### src/rtl/pipe_pkg.sv
// Shared pipeline definitions: hazard FSM state encoding, M-field layout
// and the hard-wired zero register.
package pipe_pkg;

    // Hazard controller states; RUN must stay 0 so reset lands in normal flow.
    typedef enum logic [1:0] {
        RUN     = 2'd0,
        MD_BUSY = 2'd1,
        FLUSH   = 2'd2
    } state_t;

    // The ID/EX M field is {MemRead, MemWrite}; MemRead sits in bit 1.
    localparam int M_FIELD_W    = 2;
    localparam int MEM_READ_BIT = 1;

    // Register $zero never carries a real dependency.
    localparam logic [4:0] REG_ZERO = 5'd0;

endpackage

### src/rtl/hazard_cmp.sv
// Load-use comparator: flags when the load in EX writes a register that the
// instruction in ID is about to read. Purely combinational.
import pipe_pkg::*;

module hazard_cmp (
    input  logic       ex_mem_read,
    input  logic [4:0] ex_rt,
    input  logic [4:0] id_rs,
    input  logic [4:0] id_rt,
    output logic       load_use
);

    // A load into $zero is harmless, so it never stalls.
    assign load_use = ex_mem_read && (ex_rt != REG_ZERO) &&
                      ((ex_rt == id_rs) || (ex_rt == id_rt));

endmodule

### src/rtl/id_ex_hazard_ctrl.sv
// ID->EX hazard/stall controller: load-use stalls, MULT/DIV freeze, branch
// flush and a saturating stall-cycle counter. Outputs are Mealy so a stall
// takes effect in the same cycle the hazard is visible.
import pipe_pkg::*;

module id_ex_hazard_ctrl #(
    parameter int MULDIV_CYCLES = 4,
    parameter int FLUSH_DEPTH   = 1,
    parameter int CNT_W         = 16
) (
    input  logic             clk,
    input  logic             rst,
    input  logic [4:0]       id_rs,
    input  logic [4:0]       id_rt,
    input  logic [4:0]       ex_rt,
    input  logic             ex_mem_read,
    input  logic             ex_muldiv_start,
    input  logic             ex_branch_taken,
    output logic             pc_write,
    output logic             if_id_write,
    output logic             if_id_flush,
    output logic             id_ex_bubble,
    output logic             id_ex_hold,
    output logic             busy,
    output logic [CNT_W-1:0] stall_count
);

    localparam int MAX_P = (MULDIV_CYCLES > FLUSH_DEPTH) ? MULDIV_CYCLES : FLUSH_DEPTH;
    localparam int CW    = $clog2(MAX_P) + 1;

    state_t        state;
    logic [CW-1:0] cnt;
    logic          load_use;

    hazard_cmp u_cmp (
        .ex_mem_read (ex_mem_read),
        .ex_rt       (ex_rt),
        .id_rs       (id_rs),
        .id_rt       (id_rt),
        .load_use    (load_use)
    );

    assign busy = (state != RUN);

    // Output decode from state and live inputs; reset forces the free-run pattern.
    always_comb begin
        pc_write     = 1'b1;
        if_id_write  = 1'b1;
        if_id_flush  = 1'b0;
        id_ex_bubble = 1'b0;
        id_ex_hold   = 1'b0;
        if (rst) begin
            case (state)
                RUN: begin
                    if (ex_branch_taken) begin
                        if_id_flush  = 1'b1;
                        id_ex_bubble = 1'b1;
                    end else if (ex_muldiv_start) begin
                        pc_write    = 1'b0;
                        if_id_write = 1'b0;
                        id_ex_hold  = 1'b1;
                    end else if (load_use) begin
                        pc_write     = 1'b0;
                        if_id_write  = 1'b0;
                        id_ex_bubble = 1'b1;
                    end
                end
                MD_BUSY: begin
                    pc_write    = 1'b0;
                    if_id_write = 1'b0;
                    id_ex_hold  = 1'b1;
                end
                FLUSH: begin
                    if_id_flush  = 1'b1;
                    id_ex_bubble = 1'b1;
                end
                default: begin
                    pc_write    = 1'b1;
                    if_id_write = 1'b1;
                end
            endcase
        end
    end

    // State and down-counter; MD_BUSY and FLUSH ignore all hazard inputs.
    always_ff @(posedge clk or negedge rst) begin
        if (!rst) begin
            state <= RUN;
            cnt   <= '0;
        end else begin
            case (state)
                RUN: begin
                    if (ex_branch_taken) begin
                        if (FLUSH_DEPTH > 1) begin
                            state <= FLUSH;
                            cnt   <= CW'(FLUSH_DEPTH - 1);
                        end
                    end else if (ex_muldiv_start) begin
                        state <= MD_BUSY;
                        cnt   <= CW'(MULDIV_CYCLES - 2);
                    end
                end
                MD_BUSY: begin
                    if (cnt == '0) begin
                        state <= RUN;
                    end else begin
                        cnt <= cnt - CW'(1);
                    end
                end
                FLUSH: begin
                    if (cnt == CW'(1)) begin
                        state <= RUN;
                    end else begin
                        cnt <= cnt - CW'(1);
                    end
                end
                default: begin
                    state <= RUN;
                    cnt   <= '0;
                end
            endcase
        end
    end

    // Count every cycle the PC is frozen, sticking at all-ones.
    always_ff @(posedge clk or negedge rst) begin
        if (!rst) begin
            stall_count <= '0;
        end else if (!pc_write && (stall_count != {CNT_W{1'b1}})) begin
            stall_count <= stall_count + CNT_W'(1);
        end
    end

endmodule

### config.mk
export PLATFORM = sky130hd
export DESIGN_NAME = id_ex_hazard_ctrl
export DESIGN_NICKNAME = d
export VERILOG_FILES = /design/src/rtl/pipe_pkg.sv /design/src/rtl/hazard_cmp.sv /design/src/rtl/id_ex_hazard_ctrl.sv
export SDC_FILE = /design/constraint.sdc
export NUM_CORES = 1
export LEC_CHECK = 0
export BUFFER_PORTS_ARGS = -buffer_cell sky130_fd_sc_hd__buf_2
export CAP_MARGIN = 20
export CORE_ASPECT_RATIO = 0.9
export CORE_MARGIN = 4
export CORE_UTILIZATION = 40
export DETAILED_ROUTE_END_ITERATION = 7
export GPL_TIMING_DRIVEN = 0
export PLACE_DENSITY = 0.67
export SETUP_SLACK_MARGIN = 0.05
export SLEW_MARGIN = 5
export SYNTH_ARGS = -nofsm -noshare
export SYNTH_HDL_FRONTEND = slang
export SYNTH_SLANG_ARGS = --single-unit
export TNS_END_PERCENT = 10
### constraint.sdc
create_clock -name clk -period 4.1 [get_ports clk]
set_input_delay 0.615 -clock clk [delete_from_list [all_inputs] [get_ports clk]]
set_output_delay 0.615 -clock clk [all_outputs]
set_load 0.01 [all_outputs]
==> metrics.txt <==
final cell count without fillers 192; Main synth FF type dfrtp_1; DRC viols 0; Yosys top cell area share 43.6%; Mapped Avg Cell Area 10.7 um2; Die Ht 58.8 um; Worst path most repeated cell buf_2; Arr. time, crit path 1980 ps; # IOs 42; Syn-to-layout area delta 25.4%; post-synthesis compound-gate area fraction 7.63%; EDFF count, synth 0; Worst Setup End Kind output pin; post-synthesis adder-cell area fraction 3.27%; Synth Area in XOR/XNOR 18.3%; total CTS buffers 3; CP startpoint kind input pin; outcome finished, final reports clean; final WL 2270 um; Worst VDD drop 0.302 mV; # hold bufs at CTS 0; fraction of registers with async set/reset 100%; Net Count, Synth 130; # rows 18; Syn Inst Count 107; final setup vio count 0; Resize count post-CTS 0; Inserted Diodes 0; fraction of layout cells with a size suffix above 1 39.5%; dpl cells 188; Commonest cells post-synth xnor2_1, dfrtp_1, inv_1, nor2_1, nand3_2; slowest cell on the critical path or4_1; DRT Pass-1 Iters 4; Setup CP Type input pin to output pin; largest family of logic cells by synthesized area simple AND/OR/NAND/NOR gates; post-DP HPWL 1800 um; HP Class input pin to async pin; max-cap viol count 0; WL/cell 11.8 um; post-synthesis sequential area ratio 43.6%; max-slew violation count 0; top-count cell post-synth xnor2_1; Post-CTS Setup Bufs 0; post-route ant nets 0; Via density 4.69; PwrDens 460 nW/um2; CP cell instances buf_2, or4_1, o21ai_2, nor2_1, a21oi_4, buf_4, buf_2; H-tree Lvls 1; worst skew pair latency 300 ps; CTS root buffer clkbuf_4; Synth Cell Area 1150 um2; setup_tns 0 ps; first-pass GRT wire length 3750 um; final hold vios 0; initial antenna violation count 0; Final Cycle Share 63.2%; Worst Tran Pin Value 504 ps; mux cell area share after synthesis 2.84%; worst endpoint required time 3480 ps; Worst-path clk slew 110 ps; number of global-route vias before repair 827; gr usage total 13.0%; Clock Path Buffers 2; nets 176; Max Freq 386 MHz; Cell variety after synth 29; routed vias 901; Final GP Congestion 0.763; top cell type by total area after synthesis dfrtp_1; initial drt markers 5; pin count of the biggest net entering global routing 24; post-layout min period 2590 ps; CP max FO 4; global route total overflow 0; Buffers on Ports 41; simple-gate portion of the synthesized area 20.4%; slowest stage delay, CP 530 ps; largest cells by area after synthesis dfrtp_1, xnor2_1, nand3_2; CTS tree done; Yosys Warn Count 0; Pwr Total 661 uW; Fin Clk Skew 3.45 ps; Initial Utilization 41.8%; Placeable Area 2750 um2; flops & latches, synth 20; RSZ-0062 raised after global routing no; clk sinks 20; DIE AREA 3790 um2; Worst slew margin 66.1%; Die Wd 64.5 um; leakage power 0.000699 uW
metrics by stage:
stage | utilization [%] | setup WS [ps] | area [um2] | hold slack (ps)
3_5_place_dp | 51.0 | 1500 | 1400 | 477
4_1_cts | 52.4 | 1500 | 1440 | 251
3_3_place_gp | 51.0 | 1490 | 1400 | 459
6_report | 52.4 | 1510 | 1440 | 252
5_1_grt | 52.4 | 1430 | 1440 | 272
2_1_floorplan | - | 1740 | 1150 | 319
cell type report:
cell class                 instances  area, um2
sequential                        20        500
fill                             281       1310
clock buffer                       4       36.3
timing repair buffer              41        205
inverter                           7       26.3
tap                               40       50.0
buffer                             2       18.8
multi-input combinational         78        602
registers in the layout, indices dropped and copies added, names as in the netlist:
| register | count |
|---|---|
| state | 1 |
| cnt | 3 |
| stall_count | 16 |
kinds of logic after synthesis:
family / Yosys count
adder cells (fa/ha/maj): 3
XOR/XNOR: 24
AO/OA/AOI/OAI: 10
buffers and inverters: 9
multiplexers: 3
AND/OR/NAND/NOR: 38
flip-flops: 20
layer usage:
layer / share of wire (%) / track usage [%]
met5: 0 / 0
met4: 1.2 / 4.52
met3: 4.8 / 4.20
met2: 48 / 21.0
met1: 46 / 16.4
where the power goes:
part	internal (uW)	total [uW]	switching, uW
logic	119	252	132
clock network	54.2	114	59.9
registers	246	296	50.0
worst max-delay path, delay by kind of cell:
kind	cells	cell delay [ps]
AND/OR/NAND/NOR	2	620
buffers and inverters	3	370
AO/OA/AOI/OAI	2	370
cell usage in the layout, fill, tap and decap left out, types with 2 or more instances in the layout:
cell       n
mux2_1     2
nand2_2    3
and3_1     4
nor2_1     7
nand2b_1   2
a21oi_4    2
buf_2     41
inv_1      7
nand2_1    3
nand3_1    5
nand3_2    6
ha_1       3
dfrtp_1   20
o22ai_1    2
clkbuf_4   3
xnor2_1   23
nand4_1    4
final timing paths:
check	to	from	cells past startpoint	slack, ps
min reg2reg	cnt[0]$_DFFE_PN0P_	cnt[0]$_DFFE_PN0P_	1	490
max reg2reg	stall_count[14]$_DFFE_PN0P_	stall_count[0]$_DFFE_PN0P_	7	2140
max	pc_write	ex_rt[0]	7	1510
min	stall_count[14]$_DFFE_PN0P_	rst	1	250
max in group asynchronous	stall_count[2]$_DFFE_PN0P_	rst	1	3520
min in group clk	cnt[0]$_DFFE_PN0P_	cnt[0]$_DFFE_PN0P_	1	490
No activity file was read; power rests on OpenSTA's default activity.
